--- config.mk ---
export PLATFORM = sky130hd
export DESIGN_NAME = axi4_lite_master_core
export DESIGN_NICKNAME = d
export VERILOG_FILES = /design/src/rtl/axi4_lite_master_core.sv
export SDC_FILE = /design/constraint.sdc
export NUM_CORES = 1
export LEC_CHECK = 0
export ABC_AREA = 1
export CAP_MARGIN = 20
export CORE_UTILIZATION = 38
export DETAILED_ROUTE_END_ITERATION = 6
export PLACE_DENSITY = 0.81
export SYNTH_ARGS = -nofsm -noshare
export SYNTH_HDL_FRONTEND = slang
export SYNTH_SLANG_ARGS = --single-unit
--- constraint.sdc ---
create_clock -name aclk -period 1.81 [get_ports aclk]
set_clock_uncertainty 0.05 [all_clocks]
set_input_delay 0.181 -clock aclk [delete_from_list [all_inputs] [get_ports aclk]]
set_output_delay 0.181 -clock aclk [all_outputs]
set_load 0.01 [all_outputs]
--- src/rtl/axi4_lite_master_core.sv ---
// Single-outstanding AXI4-Lite master: one command in, one AXI4-Lite transaction out,
// one response pulse back. Write address and write data channels handshake independently.
module axi4_lite_master_core #(
    parameter int ID = 1,
    parameter int AW = 32,
    parameter int DW = 32
) (
    input  logic              aclk,
    input  logic              aresetn,
    input  logic              cmd_valid,
    output logic              cmd_ready,
    input  logic              cmd_write,
    input  logic [AW-1:0]     cmd_addr,
    input  logic [DW-1:0]     cmd_wdata,
    input  logic [DW/8-1:0]   cmd_wstrb,
    output logic              rsp_valid,
    output logic              rsp_write,
    output logic [DW-1:0]     rsp_rdata,
    output logic [1:0]        rsp_resp,
    output logic [7:0]        rsp_id,
    output logic [AW-1:0]     m_awaddr,
    output logic [3:0]        m_awcache,
    output logic [2:0]        m_awprot,
    output logic              m_awvalid,
    input  logic              m_awready,
    output logic [DW-1:0]     m_wdata,
    output logic [DW/8-1:0]   m_wstrb,
    output logic              m_wvalid,
    input  logic              m_wready,
    input  logic [1:0]        m_bresp,
    input  logic              m_bvalid,
    output logic              m_bready,
    output logic [AW-1:0]     m_araddr,
    output logic [3:0]        m_arcache,
    output logic [2:0]        m_arprot,
    output logic              m_arvalid,
    input  logic              m_arready,
    input  logic [DW-1:0]     m_rdata,
    input  logic [1:0]        m_rresp,
    input  logic              m_rvalid,
    output logic              m_rready
);

    localparam logic [2:0] S_IDLE  = 3'd0;
    localparam logic [2:0] S_WRITE = 3'd1;
    localparam logic [2:0] S_WRESP = 3'd2;
    localparam logic [2:0] S_READ  = 3'd3;
    localparam logic [2:0] S_RDATA = 3'd4;
    localparam logic [2:0] S_RESP  = 3'd5;

    logic [2:0]       state_reg;
    logic             awvalid_reg;
    logic             wvalid_reg;
    logic             bready_reg;
    logic             arvalid_reg;
    logic             rready_reg;
    logic             rsp_valid_reg;
    logic             write_reg;
    logic             aw_done_reg;
    logic             w_done_reg;
    logic [AW-1:0]    addr_reg;
    logic [DW-1:0]    wdata_reg;
    logic [DW/8-1:0]  wstrb_reg;
    logic [DW-1:0]    rdata_reg;
    logic [1:0]       resp_reg;

    logic aw_hs;
    logic w_hs;
    logic aw_fin;
    logic w_fin;

    assign aw_hs  = awvalid_reg & m_awready;
    assign w_hs   = wvalid_reg & m_wready;
    // A channel counts as finished if it completed earlier or completes on this edge.
    assign aw_fin = aw_done_reg | aw_hs;
    assign w_fin  = w_done_reg | w_hs;

    always_ff @(posedge aclk) begin
        if (!aresetn) begin
            state_reg     <= S_IDLE;
            awvalid_reg   <= 1'b0;
            wvalid_reg    <= 1'b0;
            bready_reg    <= 1'b0;
            arvalid_reg   <= 1'b0;
            rready_reg    <= 1'b0;
            rsp_valid_reg <= 1'b0;
            write_reg     <= 1'b0;
            aw_done_reg   <= 1'b0;
            w_done_reg    <= 1'b0;
            addr_reg      <= '0;
            wdata_reg     <= '0;
            wstrb_reg     <= '0;
            rdata_reg     <= '0;
            resp_reg      <= '0;
        end else begin
            rsp_valid_reg <= 1'b0;
            case (state_reg)
                S_IDLE: begin
                    if (cmd_valid) begin
                        write_reg   <= cmd_write;
                        addr_reg    <= cmd_addr;
                        wdata_reg   <= cmd_wdata;
                        wstrb_reg   <= cmd_wstrb;
                        rdata_reg   <= '0;
                        resp_reg    <= '0;
                        aw_done_reg <= 1'b0;
                        w_done_reg  <= 1'b0;
                        if (cmd_write) begin
                            state_reg   <= S_WRITE;
                            awvalid_reg <= 1'b1;
                            wvalid_reg  <= 1'b1;
                        end else begin
                            state_reg   <= S_READ;
                            arvalid_reg <= 1'b1;
                        end
                    end
                end
                S_WRITE: begin
                    if (aw_hs) begin
                        awvalid_reg <= 1'b0;
                        aw_done_reg <= 1'b1;
                    end
                    if (w_hs) begin
                        wvalid_reg <= 1'b0;
                        w_done_reg <= 1'b1;
                    end
                    if (aw_fin && w_fin) begin
                        state_reg  <= S_WRESP;
                        bready_reg <= 1'b1;
                    end
                end
                S_WRESP: begin
                    if (m_bvalid) begin
                        resp_reg      <= m_bresp;
                        bready_reg    <= 1'b0;
                        rsp_valid_reg <= 1'b1;
                        state_reg     <= S_RESP;
                    end
                end
                S_READ: begin
                    if (m_arready) begin
                        arvalid_reg <= 1'b0;
                        rready_reg  <= 1'b1;
                        state_reg   <= S_RDATA;
                    end
                end
                S_RDATA: begin
                    if (m_rvalid) begin
                        rdata_reg     <= m_rdata;
                        resp_reg      <= m_rresp;
                        rready_reg    <= 1'b0;
                        rsp_valid_reg <= 1'b1;
                        state_reg     <= S_RESP;
                    end
                end
                S_RESP: begin
                    state_reg <= S_IDLE;
                end
                default: begin
                    state_reg <= S_IDLE;
                end
            endcase
        end
    end

    assign cmd_ready = aresetn && (state_reg == S_IDLE);

    assign rsp_valid = rsp_valid_reg;
    assign rsp_write = write_reg;
    assign rsp_rdata = rdata_reg;
    assign rsp_resp  = resp_reg;
    assign rsp_id    = 8'(ID);

    assign m_awaddr  = addr_reg;
    assign m_awcache = 4'b0011;
    assign m_awprot  = 3'b000;
    assign m_awvalid = awvalid_reg;
    assign m_wdata   = wdata_reg;
    assign m_wstrb   = wstrb_reg;
    assign m_wvalid  = wvalid_reg;
    assign m_bready  = bready_reg;
    assign m_araddr  = addr_reg;
    assign m_arcache = 4'b0011;
    assign m_arprot  = 3'b000;
    assign m_arvalid = arvalid_reg;
    assign m_rready  = rready_reg;

endmodule

==> flow_results.org <==
** Routing
- DRT iter0 DRCs :: ~340
- In the final routed layout, each cell accounts on average for approximately 14 µm.
- The first TritonRoute pass finished after 7 iterations.
- In the routed design, unresolved DRC markers number 14.
- Vias per cell :: 4.57
- DRT Wirelength :: around 14 mm
- DR vias :: between 4k and 5k
- Antenna-violating nets left :: 0

** Critical path
- The critical path is of the reg -> out type.
- The critical path ends at cmd_ready.
- In this run the critical register-to-register path is captured at m_wdata[23].
- Largest fanout on the critical path :: 6
- Across all register-to-register paths, the minimum setup slack is approximately 0.16 ns.
- Crit. Startpoint :: state_reg[1]
- Measured in cells, the most critical reg-to-reg path has a length of 7.
- Data arrives at the worst endpoint at 1.48 ns.
- The worst setup path is launched from a flop.
- Required arrival time at the worst endpoint :: 1.58 ns
- STA classifies the critical path endpoint as a primary output.
- Reg-to-Reg Start :: state_reg[1]

** Cells and area
- Core Util, Final :: about two thirds
- Fill cells :: 1004
- The repair_antennas step left the layout with diodes totalling 0.
- Count of placed standard cells in the final layout, fillers left out :: a little under 1k
- Cells with a size suffix above 1 make up under 10% of the layout.
- Area added between synthesis and finish :: 63.2%
- For this run, the post-layout net count is about 940.

** Status
- Status :: finished with violations
- Violated checks :: DRC

** Clock tree
- # H-tree levels :: 4
- CTS root buf :: clkbuf_16
- TritonCTS clock tree :: done
- CTS saw roughly 110 sinks.
- Total CTS buffers :: 17
- The longest clock path from root to sink contains 2 buffers.
- Clock-pin slew was measured on the worst setup and hold paths at approximately 0.05 ns.
- Clock latency on the worst-skew pair :: approximately 0.41 ns
- Setup Buffers After CTS :: 0

** Logic synthesis
- Ranked by total cell area, the synthesized netlist is headed by dfxtp_1 (49%), nor2_1 (12%), buf_4 (9.7%), nand2_1 (8.0%), o21ai_0 (7.7%).
- Post-Synth XOR/XNOR Area :: 0%
- Prevailing post-synth register cell :: dfxtp_1
- Adder and majority cell fraction of the synthesized area :: 0%
- Counting distinct cell types in the post-synthesis netlist gives 20.
- Summed over its instances, the top area cell type makes up 49.3% of the synthesized netlist area.
- Gate Count Post-Synth :: ~600
- In the synthesized netlist, mux cells make up 0% of the area.
- Mean Syn Cell Area :: ~7.6 µm²
- Top post-synthesis cells by count :: nor2_1 (153), dfxtp_1 (114), nand2_1 (98), o21ai_0 (71), buf_4 (60)
- Synth warnings :: 0
- Main combinational cell family by area after synthesis :: simple AND/OR/NAND/NOR gates
- Counting flops with a built-in enable in the synthesized netlist gives 0.
- Synthesized-area fraction occupied by and/or/nand/nor cells :: between 20% and 30%
- Most instantiated library cell after synthesis :: nor2_1
- Summing the areas of all compound-gate instances in the mapped netlist gives 12.8% of the synthesized area.
- In this run, synthesis produced a sequential element count of 114.
- Share of async-settable or async-resettable flops after synthesis :: 0%
- Cell type with the largest total area after synthesis :: dfxtp_1
- The share of the Yosys chip area taken by registers is about 49%.
- Post-synthesis cell area :: about 0.0046 mm²

** Timing
- After layout, the minimum clock period comes to 1.71 ns.
- Final hold violations :: 0
- After routing, the total negative slack on setup checks comes to 0 ns.
- Final worst path period share :: a little over nine tenths
- Based on the critical path, the design can be clocked at up to 0.585 GHz.
- The total count of max-transition violations in the final report came to 0.
- Setup violations remaining at the end of the flow were counted as 0.
- Worst Hold Margin :: 0.243 ns
- Setup repair after global routing left no endpoint under its margin.

** Pwr
- Peak supply drop :: 1020 µV
- Leakage :: about 3.1 nW
- In this run the power density over the cells is ~1500 mW/mm².

** Floorplan
- Core Region :: 0.0117 mm²
- The die is 112 µm tall.
- Die Outline Area :: about 0.013 mm²
- In this run the count of I/O pins placed on the die edge is 277.
- The die is 112 µm wide.
- Initial core utilization :: about 40%
- Number of rows in the core area :: 39

** Global routing
- Tot GR Track Use :: 21.2%
- The via count of the first global-routing pass came to roughly 4.3k.
- The number of antenna violations at the first check in global routing is 0.
- Entering global routing, the biggest net connects just under 60 pins.
- GRT overflow :: 0
- The first global-routing pass estimated 20.8 mm of wire.

** Job
- Max-cap viol count :: 0

** Place
- During placement, the flow inserted port buffers numbering between 200 and 300.
- Detailed Place HPWL :: ~9.3 mm
- Counting tap cells, the placed design contains a total of between 900 and 1k instances.
- Routability-driven placement finished with a final weighted congestion of around 0.84.

** Hold path
- In this run the worst hold path is classified as in -> reg.
-- worst min-delay path by stage --
stage	from	end	slack, ns	depth (start not counted)
after floorplan	cmd_wdata[10]	m_wdata[10]	0.27	2
after global placement	rsp_rdata[4]	rsp_rdata[4]	0.40	2
after detailed placement	m_bready	m_bready	0.40	2
after CTS	aresetn	m_bready	0.23	4
after global routing	aresetn	rsp_resp[1]	0.27	4
final	aresetn	rsp_resp[1]	0.24	4
-- where the power goes --
| group | total, W | internal, W | switching (W) |
|---|---|---|---|
| Clock | 0.00364 | 0.00251 | 0.00113 |
| Sequential | 0.00360 | 0.00317 | 0.000433 |
| Combinational | 0.00426 | 0.00217 | 0.00209 |
-- layer usage --
layer  vias up  part of all wire [%]  GRT usage [%]
met5         -                     0              0
met3        20                   8.2           8.53
met2       164                    49           35.2
li1       2273                     -              -
met1      2020                    40           23.8
met4         0                   1.9           10.0
-- area by class of cell --
cell class,count,area [µm²],share of cell area [%]
Timing Repair Buffer,264,2640,34.9
Sequential cell,114,2280,30.2
Multi-Input combinational cell,406,1740,23.0
Clock buffer,22,464,6.15
Clock inverter,10,180,2.39
Tap cell,143,179,2.37
Inverter,20,75.1,0.994
-- through the flow --
| stage | worst slack (ns) | area (µm²) | power, W |
|---|---|---|---|
| 3_5_place_dp | 0.0856 | 6900 | 0.00788 |
| 4_1_cts | 0.0436 | 7540 | 0.0116 |
| 6_report | 0.0999 | 7550 | 0.0115 |
| 5_1_grt | 0.0146 | 7550 | 0.0121 |
| 2_1_floorplan | 0.461 | 4700 | 0.00594 |
| 3_3_place_gp | 0.113 | 6900 | 0.00782 |
-- kinds of logic (layout without fill, tap and decap cells) --
logic type	count (synthesis)	in the layout
flip-flops	114	114
AO/OA/AOI/OAI	117	117
AND/OR/NAND/NOR	266	267
other	2	22
buffers and inverters	106	316
-- repair_timing --
action,4_1_cts,5_1_grt
gates resized for setup,1,1
setup endpoints to repair,1,29
gates cloned,0,1
hold buffers,0,0
pin swaps,0,1
endpoints found under the hold margin,0,0
-- placed cells by master (no fill, tap or decap), types with 3 or more instances in the layout --
cell type | synthesis | final
clkinv_2 | 0 | 3
clkbuf_16 | 0 | 17
clkdlybuf4s50_1 | 0 | 252
a21oi_1 | 44 | 44
conb_1 | 2 | 22
nor2_4 | 4 | 5
o21ai_0 | 71 | 71
nand3_1 | 8 | 8
dfxtp_1 | 114 | 114
buf_4 | 60 | 8
nand2_1 | 98 | 98
inv_1 | 19 | 19
bufinv_16 | 0 | 5
clkbuf_1 | 12 | 3
nor2_1 | 153 | 153
-- worst max-delay path: stages, from the launching register on --
cell and delay, ns:
dfxtp_1 0.37, nor2_4 0.16, nand2_2 0.11, nor2_1 0.12
dlygate4sd2_1 0.31
Note: power is estimated with default switching activity, not from simulation.
